$ cat src/rtl/krv_dmem_avm_bridge.sv
// KyogenRV data-memory port to Avalon-MM master bridge.
// One outstanding transfer, waitrequest/readdatavalid aware, with timeout abort.
//
// Ports:
//   clock, reset_n            rising-edge clock, async active-low reset
//   cpu_rd_req, cpu_wr_req    CPU request levels, held until served
//   cpu_addr, cpu_wdata,      CPU byte address, write data, byte lanes
//   cpu_byteenable
//   cpu_rd_ack, cpu_rdata     one-cycle read ack, read data held until next ack
//   cpu_waitreq               combinational stall back to the CPU
//   avm_*                     registered Avalon-MM master signals
//   bus_err                   one-cycle pulse on timeout abort or rd+wr collision
module krv_dmem_avm_bridge #(
    parameter int unsigned DATA_W = 32,
    parameter int unsigned ADDR_W = 32,
    parameter int unsigned TIMEOUT = 256,
    parameter logic [DATA_W-1:0] ERR_RDATA = '0
) (
    input  logic                clock,
    input  logic                reset_n,
    input  logic                cpu_rd_req,
    input  logic                cpu_wr_req,
    input  logic [ADDR_W-1:0]   cpu_addr,
    input  logic [DATA_W-1:0]   cpu_wdata,
    input  logic [DATA_W/8-1:0] cpu_byteenable,
    output logic                cpu_rd_ack,
    output logic [DATA_W-1:0]   cpu_rdata,
    output logic                cpu_waitreq,
    output logic [ADDR_W-1:0]   avm_address,
    output logic                avm_read,
    output logic                avm_write,
    output logic [DATA_W-1:0]   avm_writedata,
    output logic [DATA_W/8-1:0] avm_byteenable,
    input  logic                avm_waitrequest,
    input  logic [DATA_W-1:0]   avm_readdata,
    input  logic                avm_readdatavalid,
    output logic                bus_err
);

    localparam int unsigned TW =
        (TIMEOUT < 2) ? 1 : $clog2(TIMEOUT);
    localparam int unsigned TLIM =
        (TIMEOUT == 0) ? 0 : TIMEOUT - 1;
    localparam logic [ADDR_W-1:0] AMASK =
        ~ADDR_W'(3);

    typedef enum logic [1:0] {
        S_IDLE,
        S_CMD,
        S_RDWAIT,
        S_RESP
    } state_t;

    state_t        state;
    logic          is_rd;
    logic          stale;
    logic [TW-1:0] timer;
    logic          tmo;

    assign tmo = (TIMEOUT != 0) && (timer == TW'(TLIM));

    assign cpu_waitreq =
        (state == S_CMD) || (state == S_RDWAIT) ||
        ((state == S_IDLE) && (cpu_rd_req || cpu_wr_req));

    always_ff @(posedge clock or negedge reset_n) begin
        if (!reset_n) begin
            state          <= S_IDLE;
            is_rd          <= 1'b0;
            stale          <= 1'b0;
            timer          <= '0;
            cpu_rd_ack     <= 1'b0;
            cpu_rdata      <= '0;
            avm_address    <= '0;
            avm_read       <= 1'b0;
            avm_write      <= 1'b0;
            avm_writedata  <= '0;
            avm_byteenable <= '0;
            bus_err        <= 1'b0;
        end else begin
            cpu_rd_ack <= 1'b0;
            bus_err    <= 1'b0;
            unique case (state)
                S_IDLE: begin
                    // late data of an aborted read
                    if (stale && avm_readdatavalid)
                        stale <= 1'b0;
                    if (cpu_rd_req || cpu_wr_req) begin
                        avm_address    <= cpu_addr & AMASK;
                        avm_writedata  <= cpu_wdata;
                        avm_byteenable <= cpu_byteenable;
                        // write wins a collision
                        avm_write      <= cpu_wr_req;
                        avm_read       <= !cpu_wr_req;
                        is_rd          <= !cpu_wr_req;
                        bus_err        <= cpu_wr_req && cpu_rd_req;
                        timer          <= '0;
                        state          <= S_CMD;
                    end
                end
                S_CMD: begin
                    timer <= timer + 1'b1;
                    if (stale && avm_readdatavalid)
                        stale <= 1'b0;
                    if (!avm_waitrequest) begin
                        avm_read  <= 1'b0;
                        avm_write <= 1'b0;
                        if (!is_rd) begin
                            state <= S_RESP;
                        end else if (avm_readdatavalid && !stale) begin
                            // zero-latency slave: data in accept cycle
                            cpu_rdata  <= avm_readdata;
                            cpu_rd_ack <= 1'b1;
                            state      <= S_RESP;
                        end else begin
                            timer <= '0;
                            state <= S_RDWAIT;
                        end
                    end else if (tmo) begin
                        avm_read  <= 1'b0;
                        avm_write <= 1'b0;
                        bus_err   <= 1'b1;
                        state     <= S_RESP;
                        if (is_rd) begin
                            cpu_rdata  <= ERR_RDATA;
                            cpu_rd_ack <= 1'b1;
                        end
                    end
                end
                S_RDWAIT: begin
                    timer <= timer + 1'b1;
                    if (avm_readdatavalid && !stale) begin
                        cpu_rdata  <= avm_readdata;
                        cpu_rd_ack <= 1'b1;
                        state      <= S_RESP;
                    end else if (tmo) begin
                        // accepted read still owes a beat
                        cpu_rdata  <= ERR_RDATA;
                        cpu_rd_ack <= 1'b1;
                        bus_err    <= 1'b1;
                        stale      <= 1'b1;
                        state      <= S_RESP;
                    end else if (avm_readdatavalid) begin
                        stale <= 1'b0;
                    end
                end
                S_RESP: begin
                    if (stale && avm_readdatavalid)
                        stale <= 1'b0;
                    state <= S_IDLE;
                end
                default: state <= S_IDLE;
            endcase
        end
    end

endmodule

$ cat config.mk
export PLATFORM = sky130hd
export DESIGN_NAME = krv_dmem_avm_bridge
export DESIGN_NICKNAME = d
export VERILOG_FILES = /design/src/rtl/krv_dmem_avm_bridge.sv
export SDC_FILE = /design/constraint.sdc
export NUM_CORES = 1
export LEC_CHECK = 0
export CAP_MARGIN = 25
export CORE_ASPECT_RATIO = 2
export CORE_MARGIN = 2
export CORE_UTILIZATION = 42
export DETAILED_ROUTE_END_ITERATION = 7
export MAX_ROUTING_LAYER = met4
export PLACE_DENSITY = 0.8
export SYNTH_ARGS = -nofsm -noshare
export SYNTH_HDL_FRONTEND = slang
export SYNTH_SLANG_ARGS = --single-unit
$ cat constraint.sdc
create_clock -name clock -period 2.39 [get_ports clock]
set_input_delay 0.239 -clock clock [delete_from_list [all_inputs] [get_ports clock]]
set_output_delay 0.239 -clock clock [all_outputs]
set_load 0.005 [all_outputs]
# Word-level counts from Yosys, hierarchy flattened
# Cells that the tools add are included.
# totals
regBits	114
inputBits	106
elab_cells	88
# op_classes
addsub	1
n_eq_ne	13
mux	43
reduce_logical	19
# ops
cell	count
2-to-1 mux 32 bit	7
case mux 32 bit (2 select lines)	1
2-to-1 mux 8 bit	4
case mux 8 bit (3 select lines)	1
2-to-1 mux 1 bit	20
!= test 3 bit (second input constant)	4
adder 8 x 1 -> 8 bit (second input constant)	1
equality test 8 bit (second input constant)	1
2-to-1 mux 2 bit	4
case mux 1 bit (2 select lines)	4
case mux 2 bit (4 select lines)	1
!= test 3 x 2 -> 1 bit (second input constant)	2
AND reduction 3 bit	2
AND reduction 6 bit	1
equality test 2 bit (second input constant)	2
logical AND 1 bit	4
!= test 2 x 1 -> 1 bit (second input constant)	2
AND reduction 2 bit	2
nonzero test 2 bit	2
logical OR 1 bit	3
case mux 1 bit (3 select lines)	1
nonzero test 3 bit	1
OR reduction 3 bit	1
equality test 2 x 1 -> 1 bit (second input constant)	1
other kinds (3)	4

# Longest topological paths before layout
# Gate-level depths: netlist (run 1).
# logic_depth
word_depth	6
ltp_mapped	8
mapped_depth_nobuf	7

# Worst setup path before layout (run 1)
# Ideal clock, no wire load.
# synth_path
path_kind	reg-to-reg
from	reg state[1]
to	reg avm_address[10]
arrival_time_ns	1.653
required_ns	2.265
slack_ns	0.613
path_stages_with_launch	7
synth_period_minus_slack_ns	1.777
cell_sequence	dfrtp_1 inv_1 ha_1 o21ai_1 buf_2 buf_2 mux2_2
# synth_via
elab_chain_len	2
# synth_rtl
item	line_no	rtl
start, declared	54	state_t state;
start signal, assigned	68	state <= S_IDLE;
start signal, assigned	98	state <= S_CMD;
start signal, assigned	109	state <= S_RESP;
logical NOT 2 bit	83	unique case (state)
AND reduction 2 bit (no source line)	-	
end signal, assigned	89	avm_address <= cpu_addr & AMASK;
end, declared	29	output logic [ADDR_W-1:0] avm_address,
# Every way passes these cells.
# A chain may end at the register's enable or synchronous reset.

# Worst setup path after layout (run 1)
# layout_path
from	reg state[1]
to	out cpu_waitreq
# layout_via
elab_chain_len	3
word_cells_on_any_way	6
cone_classes	eq/ne (2); reduce/logical (4)
# layout_rtl
item	line_no	rtl
equality test 2 x 1 -> 1 bit (tied with other cells)	63	(state == S_CMD) || (state == S_RDWAIT) ||
logical OR 1 bit or logical AND 1 bit (tied branches)	63, 64	
logical OR 1 bit (*)	63	
end, declared	28	output logic cpu_waitreq,
# Every way passes the cells marked *; elsewhere a longest branch is shown, timed or not.

==> flow_metrics.env, run 1 <==
export IMPL_whs_ps=394.4
export IMPL_worstSetupStartpointType="register"
export IMPL_status="finished clean"
export IMPL_place_area_um2=7108
export IMPL_layout_drive_gt1_share_pct=18.29
export IMPL_worst_pin_slew_ps=700.9
export IMPL_crit_fanout=6
export IMPL_synth_area_um2=4883
export IMPL_synth_warnings=0
export IMPL_die_x_um=80.25
export IMPL_dp_slack_ps=335.1
export IMPL_cts_tree="done"
export IMPL_ff2ff_setup_slack_ps=420
export IMPL_post_route_worst_setup_slack_ps=151.9
export IMPL_crit_type="register to primary output"
export IMPL_ys_flop_type="dfrtp_1"
export IMPL_numCtsBuffers=17
export IMPL_clk_pin_slew_worst_paths_ps=50
export IMPL_worstHoldPathType="primary input to register"
export IMPL_hold_viol_final=0
export IMPL_dr_pass1_iters=4
export IMPL_boundaryPins=211
export IMPL_min_period_ps=2238
export IMPL_hpwl_um=9469
export IMPL_cts_buffer_depth=2
export IMPL_yosysTopAreaCell="dfrtp_1"
export IMPL_fin_worst_skew_ps=6.542
export IMPL_grt_overflow=0
export IMPL_portBuffers=206
export IMPL_grt_pass1_vias=3987
export IMPL_final_area_um2=7665
export IMPL_vias_per_cell=4.809
export IMPL_placementRows=55
export IMPL_first_iter_violations=86
export IMPL_worstSetupEndpointType="primary output"
export IMPL_slew_viol_final=0
export IMPL_p_leak_nw=3.421
export IMPL_area_growth_pct=56.96
export IMPL_synth_seq_cells=114
export IMPL_wire_per_inst_um=16.66
export IMPL_fin_setup_tns_ps=0
export IMPL_ys_top_cells_by_area="dfrtp_1, mux2_2, mux2i_1, nand2_1, inv_1"
export IMPL_nNetsFinal=709
export IMPL_peakVddDrop_mv=0.7186
export IMPL_antenna_found_initial=0
export IMPL_post_cts_buffers=0
export IMPL_dr_total_vias=3602
export IMPL_arrival_ps=2000
export IMPL_drcViolationCount=0
export IMPL_grt_pass1_wl_um=19760
export IMPL_yosys_cell_types_count=41
export IMPL_wirelength_um=12480
export IMPL_worstSkewPairLatency_ps=400
export IMPL_clockRootBuffer="clkbuf_16"
export IMPL_syn_avg_cell_area_um2=12.89
export IMPL_final_common_cell="clkdlybuf4s50_1"
export IMPL_syn_inst=379
export IMPL_crit_required_ps=2150
export IMPL_cts_sinks=114
export IMPL_rsz0062_at_grt="no"
export IMPL_gp_congestion=0.8423
export IMPL_synth_edf_count=0
export IMPL_die_h_um=156.5
export IMPL_async_flop_share_pct=100.0
export IMPL_post_synth_top_area_fraction_pct=58.42
export IMPL_grtUsageTotal_pct=21.31
export IMPL_ant_nets=0
export IMPL_core_area_um2=11350
export IMPL_fmax_mhz=446.8
export IMPL_fin_crit_sh_pct=93.64
export IMPL_power_density_nw_per_um2=1288
export IMPL_ys_seq_area_share_pct=58.42
export IMPL_setup_violations_final=0
export IMPL_dieArea_um2=12560
export IMPL_diodes=0
export IMPL_maxCapViolCount=0
export IMPL_design_power_total_mw=9.870
export IMPL_slew_headroom_pct=53.26
export IMPL_htreeDepth=4
export IMPL_final_cell_mix="clkdlybuf4s50_1, dfrtp_1, mux2_2, nand2_1, inv_1"
export IMPL_start_util_pct=43.01
export IMPL_grt_max_degree=56
-- synth_stat cells, types with 4 or more instances --
library cell,number
buf_2,8
ha_1,7
inv_1,36
mux2i_1,34
nand2_1,40
nor2_1,10
a21oi_1,4
o21ai_0,6
mux2_2,66
nand3_1,4
nand2b_1,4
dfrtp_1,114
xor2_1,4
nor3_1,4
-- stage by stage --
| step | cells | util, % |
|---|---|---|
| 2_1_floorplan | 380 | - |
| 3_3_place_gp | 718 | 62.60 |
| 3_5_place_dp | 718 | 62.60 |
| 4_1_cts | 749 | 67.48 |
| 5_1_grt | 749 | 67.50 |
| 6_report | 749 | 67.50 |
-- metal layers --
metal / wire length, µm / up-vias / GRT usage [%]
met1: 4133 / 1760 / 20.92
met3: 451 / 32 / 3.979
li1: - / 1698 / -
met4: 517 / 0 / 11.38
met5: 0 / - / -
met2: 7378 / 112 / 38.53
-- cells by family after synthesis --
| family | Yosys count | synth area share (%) |
|---|---|---|
| xor+xnor | 6 | 1.076 |
| mux | 100 | 22.19 |
| fa+ha+maj | 7 | 1.793 |
| compound gates | 23 | 3.536 |
| flops | 114 | 58.42 |
| buf+inv | 52 | 5.355 |
| other cells | 1 | 0.07679 |
| simple gates | 76 | 7.559 |
-- registers in the layout, indices dropped and copies added (netlist names) --
signal          cells
avm_address        30
avm_byteenable      4
avm_read            1
avm_write           1
avm_writedata      32
bus_err             1
cpu_rd_ack          1
cpu_rdata          32
is_rd               1
stale               1
state               2
timer               8
-- repair_timing --
action                     4_1_cts  5_1_grt
hold buffers                     1        0
hold endpoints to repair        43        0
setup endpoints to repair        0        1
gates resized for setup          0        1
-- report_power, final --
group	switching (mW)	internal [mW]	leakage, nW
clock network	0.822	1.46	0.256
logic	1.62	2.73	1.76
registers	0.447	2.79	1.40
-- critical path, cell delays in order, from the launching register on --
cell	delay, ps
dfrtp_1	440
inv_1	110
ha_2	410
nand2b_1	130
clkdlybuf4s50_1	510
-- worst paths after layout --
kind / from / endpoint / cells after the start
worst min-delay path: avm_readdata[5] / cpu_rdata[5]$_DFFE_PN0P_ / 3
min in group asynchronous: reset_n / avm_writedata[27]$_DFFE_PN0P_ / 2
worst max-delay path: state[1]$_DFFE_PN0P_ / cpu_waitreq / 4
worst max register to register: state[0]$_DFFE_PN0P_ / timer[4]$_DFFE_PN0P_ / 7
worst min register to register: avm_address[16]$_DFFE_PN0P_ / avm_address[16]$_DFFE_PN0P_ / 1
max in group asynchronous: reset_n / avm_address[11]$_DFFE_PN0P_ / 3
-- layout make-up --
type,count,area (µm²)
Multi-Input combinational cell,214,1790
Inverter,36,135.1
Sequential cell,114,2853
Timing Repair Buffer,213,2165
Clock inverter,10,87.58
Fill cell,874,3690
Clock buffer,20,456.7
Tap cell,142,177.7
Note: power is estimated with default switching activity, not from simulation.
==> run 2: changes to the inputs <==
- CELL_PAD_IN_SITES_DETAIL_PLACEMENT: unset -> 2
- CELL_PAD_IN_SITES_GLOBAL_PLACEMENT: unset -> 2
- CORE_UTILIZATION: 42 -> 26
- PLACE_DENSITY: 0.8 -> 0.79
==> flow_metrics.env, run 2 (synthesized netlist as in run 1, its figures left out) <==
export IMPL_status="finished clean"
export IMPL_nNetsFinal=713
export IMPL_first_iter_violations=80
export IMPL_slew_viol_final=0
export IMPL_grt_overflow=0
export IMPL_numCtsBuffers=17
export IMPL_power_switching_mw=3.290
export IMPL_grt_max_degree=55
export IMPL_fin_setup_tns_ps=0
export IMPL_worstHoldPathType="primary input to async pin"
export IMPL_die_x_um=100.9
export IMPL_whs_ps=287.4
export IMPL_htreeDepth=4
export IMPL_crit_type="register to primary output"
export IMPL_slew_headroom_pct=65.35
export IMPL_final_cell_mix="clkdlybuf4s50_1, dfrtp_1, mux2_2, nand2_1, inv_1"
export IMPL_setup_violations_final=0
export IMPL_gp_congestion=0.7738
export IMPL_rsz0062_at_grt="no"
export IMPL_wire_per_inst_um=20.91
export IMPL_reg_largest_list="avm_writedata: 32 flops, cpu_rdata: 32 flops, avm_address: 30 flops"
export IMPL_r2r_cells=7
export IMPL_clockRootBuffer="clkbuf_16"
export IMPL_die_h_um=197.8
export IMPL_multiInputGateArea_um2=1800
export IMPL_wirelength_um=17340
export IMPL_fin_crit_sh_pct=91.45
export IMPL_vias_per_cell=4.584
export IMPL_p_sw_share_pct=30.70
export IMPL_place_area_um2=7218
export IMPL_crit_fanout=6
export IMPL_cts_buffer_depth=2
export IMPL_worstSkewPairLatency_ps=420
export IMPL_design_power_total_mw=10.71
export IMPL_fin_worst_skew_ps=8.864
export IMPL_fin_util_pct=42.93
export IMPL_grt_pass1_vias=4572
export IMPL_maxCapViolCount=0
export IMPL_cts_tree="done"
export IMPL_arrival_ps=1950
export IMPL_p_leak_nw=3.487
export IMPL_finalNonFillerCells=829
export IMPL_p_seq_share_pct=30.7
export IMPL_worstSetupEndpointType="primary output"
export IMPL_dieArea_um2=19960
export IMPL_grt_pass1_wl_um=26500
export IMPL_post_route_worst_setup_slack_ps=204.4
export IMPL_dr_total_vias=3800
export IMPL_start_util_pct=26.55
export IMPL_worstSetupStartpointType="register"
export IMPL_core_area_um2=18390
export IMPL_diodes=0
export IMPL_internal_power_mw=7.424
export IMPL_clk_pin_slew_worst_paths_ps=50
export IMPL_boundaryPins=211
export IMPL_final_area_um2=7896
export IMPL_area_growth_pct=61.70
export IMPL_dp_cells=796
export IMPL_portBuffers=206
export IMPL_peakVddDrop_mv=0.5871
export IMPL_p_comb_share_pct=43.1
export IMPL_min_period_ps=2186
export IMPL_dp_slack_ps=304.5
export IMPL_pwr_share_clk_pct=26.2
export IMPL_crit_required_ps=2150
export IMPL_fmax_mhz=457.5
export IMPL_dr_pass1_iters=4
export IMPL_grtUsageTotal_pct=18.42
export IMPL_power_density_nw_per_um2=1357
export IMPL_cts_sinks=114
export IMPL_antenna_found_initial=0
export IMPL_worst_pin_slew_ps=519.8
export IMPL_placementRows=70
export IMPL_hold_viol_final=0
export IMPL_hpwl_um=12890
export IMPL_register_area_um2=2853
export IMPL_fillers=1872
export IMPL_drcViolationCount=0
export IMPL_layout_drive_gt1_share_pct=19.25
export IMPL_ant_nets=0
export IMPL_final_common_cell="clkdlybuf4s50_1"
[run 2: worst max-delay path, stage by stage, from the launching register on]
cell	delay, ps
dfrtp_1	440
inv_1	140
ha_4	340
nand2b_1	110
clkdlybuf4s50_1	510
[run 2: layout make-up]
cell class                      instances  area share [%]
Clock buffer                           21           6.085
Clock inverter                         11           2.218
Inverter                               36           1.711
Multi-Input combinational cell        214           22.80
Sequential cell                       114           36.13
Tap cell                              216           3.423
Timing Repair Buffer                  217           27.63
[run 2: timing repair]
item	in CTS	in global routing
setup endpoints to repair	1	1
endpoints found under the hold margin	20	0
gates resized for setup	1	1
hold buffers	1	0
buffers inserted	0	0
gates cloned	0	0
[run 2: worst paths after layout]
check	from	endpoint	slack (ps)
max in group asynchronous	reset_n	avm_writedata[22]$_DFFE_PN0P_	1470
max	state[1]$_DFFE_PN0P_	cpu_waitreq	200
min reg2reg	avm_writedata[17]$_DFFE_PN0P_	avm_writedata[17]$_DFFE_PN0P_	500
max reg2reg	timer[0]$_DFFE_PN0P_	cpu_rdata[9]$_DFFE_PN0P_	440
min	reset_n	cpu_rdata[12]$_DFFE_PN0P_	290
min in group clock	avm_readdata[29]	cpu_rdata[29]$_DFFE_PN0P_	390
[run 2: layer usage]
layer  global-route usage [%]  vias up  wire length, µm
li1                         -     1706                -
met1                    16.05     1967             5355
met2                    37.19      101            11030
met3                    3.283       26              534
met4                    7.157        0              421
met5                        -        -                0
[run 2: power by group through the flow]
stage	Combinational (mW)	Sequential, mW	Clock, mW
3_3_place_gp	4.41	3.22	0
2_1_floorplan	2.10	3.29	0
6_report	4.61	3.29	2.81
3_5_place_dp	4.61	3.31	0
5_1_grt	4.95	3.40	2.98
4_1_cts	4.69	3.31	2.89
==> run 3: changes to the inputs <==
==> constraint.sdc (replaced) <==
create_clock -name clock -period 2.39 [get_ports clock]
set_input_delay 0.717 -clock clock [delete_from_list [all_inputs] [get_ports clock]]
set_output_delay 0.717 -clock clock [all_outputs]
set_load 0.005 [all_outputs]
==> flow_metrics.env, run 3 (synthesized netlist as in run 1, its figures left out) <==
export IMPL_setup_violations_final=0
export IMPL_register_area_um2=2853
export IMPL_fin_util_pct=43.20
export IMPL_startpoint="state[0]$_DFFE_PN0P_"
export IMPL_fmax_mhz=437.5
export IMPL_holdBufCountCts=0
export IMPL_final_common_cell="clkdlybuf4s50_1"
export IMPL_crit_type="register to primary output"
export IMPL_power_switching_mw=3.303
export IMPL_worstSetupEndpointType="primary output"
export IMPL_wirelength_um=17470
export IMPL_multiInputGateArea_um2=1808
export IMPL_grtUsageTotal_pct=18.60
export IMPL_min_period_ps=2286
export IMPL_die_x_um=100.9
export IMPL_slew_viol_final=0
export IMPL_ff2ff_setup_slack_ps=370
export IMPL_worstHoldPathType="primary input to async pin"
export IMPL_cts_buffer_depth=2
export IMPL_internal_power_mw=7.434
export IMPL_cts_tree="done"
export IMPL_arrival_ps=1570
export IMPL_pwr_share_clk_pct=24.9
export IMPL_grt_max_degree=67
export IMPL_fin_setup_tns_ps=0
export IMPL_fin_worst_skew_ps=8.470
export IMPL_dp_slack_ps=-334.8
export IMPL_peakVddDrop_mv=0.4740
export IMPL_reg2reg_to="avm_address[17]$_DFFE_PN0P_"
export IMPL_core_area_um2=18390
export IMPL_finalNonFillerCells=841
export IMPL_first_iter_violations=94
export IMPL_p_comb_share_pct=44.6
export IMPL_worst_pin_slew_ps=893.9
export IMPL_grt_pass1_vias=4591
export IMPL_wire_per_inst_um=20.77
export IMPL_slew_headroom_pct=40.41
export IMPL_start_util_pct=26.55
export IMPL_reg_largest_list="avm_writedata: 32 flops, cpu_rdata: 32 flops, avm_address: 30 flops"
export IMPL_design_power_total_mw=10.74
export IMPL_crit_required_ps=1670
export IMPL_area_growth_pct=62.70
export IMPL_portBuffers=206
export IMPL_antenna_found_initial=1
export IMPL_vias_per_cell=4.554
export IMPL_crit_fanout=4
export IMPL_worstSkewPairLatency_ps=420
export IMPL_layout_drive_gt1_share_pct=20.71
export IMPL_whs_ps=247.9
export IMPL_fillers=1884
export IMPL_hpwl_um=12860
export IMPL_numCtsBuffers=17
export IMPL_hold_viol_final=0
export IMPL_final_area_um2=7945
export IMPL_dr_total_vias=3830
export IMPL_dp_cells=805
export IMPL_dieArea_um2=19960
export IMPL_p_seq_share_pct=30.5
export IMPL_htreeDepth=4
export IMPL_place_area_um2=7298
export IMPL_placementRows=70
export IMPL_clk_pin_slew_worst_paths_ps=50
export IMPL_p_leak_nw=3.541
export IMPL_grt_pass1_wl_um=26630
export IMPL_boundaryPins=211
export IMPL_r2r_start="state[0]$_DFFE_PN0P_"
export IMPL_worstSetupStartpointType="register"
export IMPL_dr_pass1_iters=5
export IMPL_drcViolationCount=0
export IMPL_final_cell_mix="clkdlybuf4s50_1, dfrtp_1, mux2_2, nand2_1"
export IMPL_nNetsFinal=723
export IMPL_r2r_cells=5
export IMPL_status="finished clean"
export IMPL_power_density_nw_per_um2=1351
export IMPL_grt_overflow=0
export IMPL_clockRootBuffer="clkbuf_16"
export IMPL_crit_end="cpu_waitreq"
export IMPL_p_sw_share_pct=30.77
export IMPL_rsz0062_at_grt="no"
export IMPL_post_route_worst_setup_slack_ps=104.4
export IMPL_ant_nets=0
export IMPL_fin_crit_sh_pct=95.63
export IMPL_maxCapViolCount=0
export IMPL_cts_sinks=114
export IMPL_die_h_um=197.8
export IMPL_gp_congestion=0.7783
run 3: cell types whose count changed in the layout (fill, tap and decap cells not counted), sizes merged:
cell,previous run,this run
buf,11,22
clkinv,1,5
clkdlybuf4s50,205,202
clkinvlp,5,2
dlygate4sd2,0,3
diode,0,2
dlygate4sd3,1,0
inv,37,36
run 3: layer usage:
layer | vias to the layer above | track usage, % | part of all wire [%]
li1 | 1729 | - | -
met1 | 1949 | 16.21 | 31
met2 | 115 | 36.20 | 62
met3 | 37 | 3.353 | 3.0
met4 | 0 | 9.860 | 4.0
met5 | - | - | 0
run 3: how the worst min path moves through the flow:
stage	end	slack (ps)	startpoint
2_1_floorplan	avm_address[10]$_DFFE_PN0P_	420	reset_n
3_3_place_gp	avm_writedata[30]$_DFFE_PN0P_	490	avm_writedata[30]$_DFFE_PN0P_
3_5_place_dp	avm_writedata[23]$_DFFE_PN0P_	500	avm_writedata[23]$_DFFE_PN0P_
4_1_cts	cpu_rdata[12]$_DFFE_PN0P_	250	reset_n
5_1_grt	cpu_rdata[12]$_DFFE_PN0P_	260	reset_n
6_report	cpu_rdata[12]$_DFFE_PN0P_	250	reset_n
run 3: final cells by class:
| cell class | instances | share of cell area [%] |
|---|---|---|
| diodes | 2 | 0.06299 |
| clock buffers | 21 | 5.669 |
| clock inverters | 11 | 2.016 |
| inverters | 36 | 1.701 |
| multi-input cells | 214 | 22.76 |
| flip-flops and latches | 114 | 35.91 |
| well taps | 216 | 3.402 |
| repair buffers | 227 | 28.49 |
run 3: worst max-delay path, stage by stage, from the launching register on:
cell and delay (ps):
dfrtp_1 400, inv_2 120, ha_4 220, nand2b_4 140, dlygate4sd2_1 270
run 3: repair_timing:
item	CTS	global route
setup buffers	1	1
setup endpoints to repair	1	1
gates resized for setup	6	1
run 3: power groups by stage:
| stage | Combinational, mW | Sequential [mW] | Clock [mW] |
|---|---|---|---|
| floorplan | 2.10 | 3.29 | 0 |
| global placement | 4.53 | 3.21 | 0 |
| detailed placement | 4.74 | 3.31 | 0 |
| CTS | 4.85 | 3.29 | 2.74 |
| global route | 5.14 | 3.39 | 2.83 |
| finish | 4.79 | 3.27 | 2.67 |
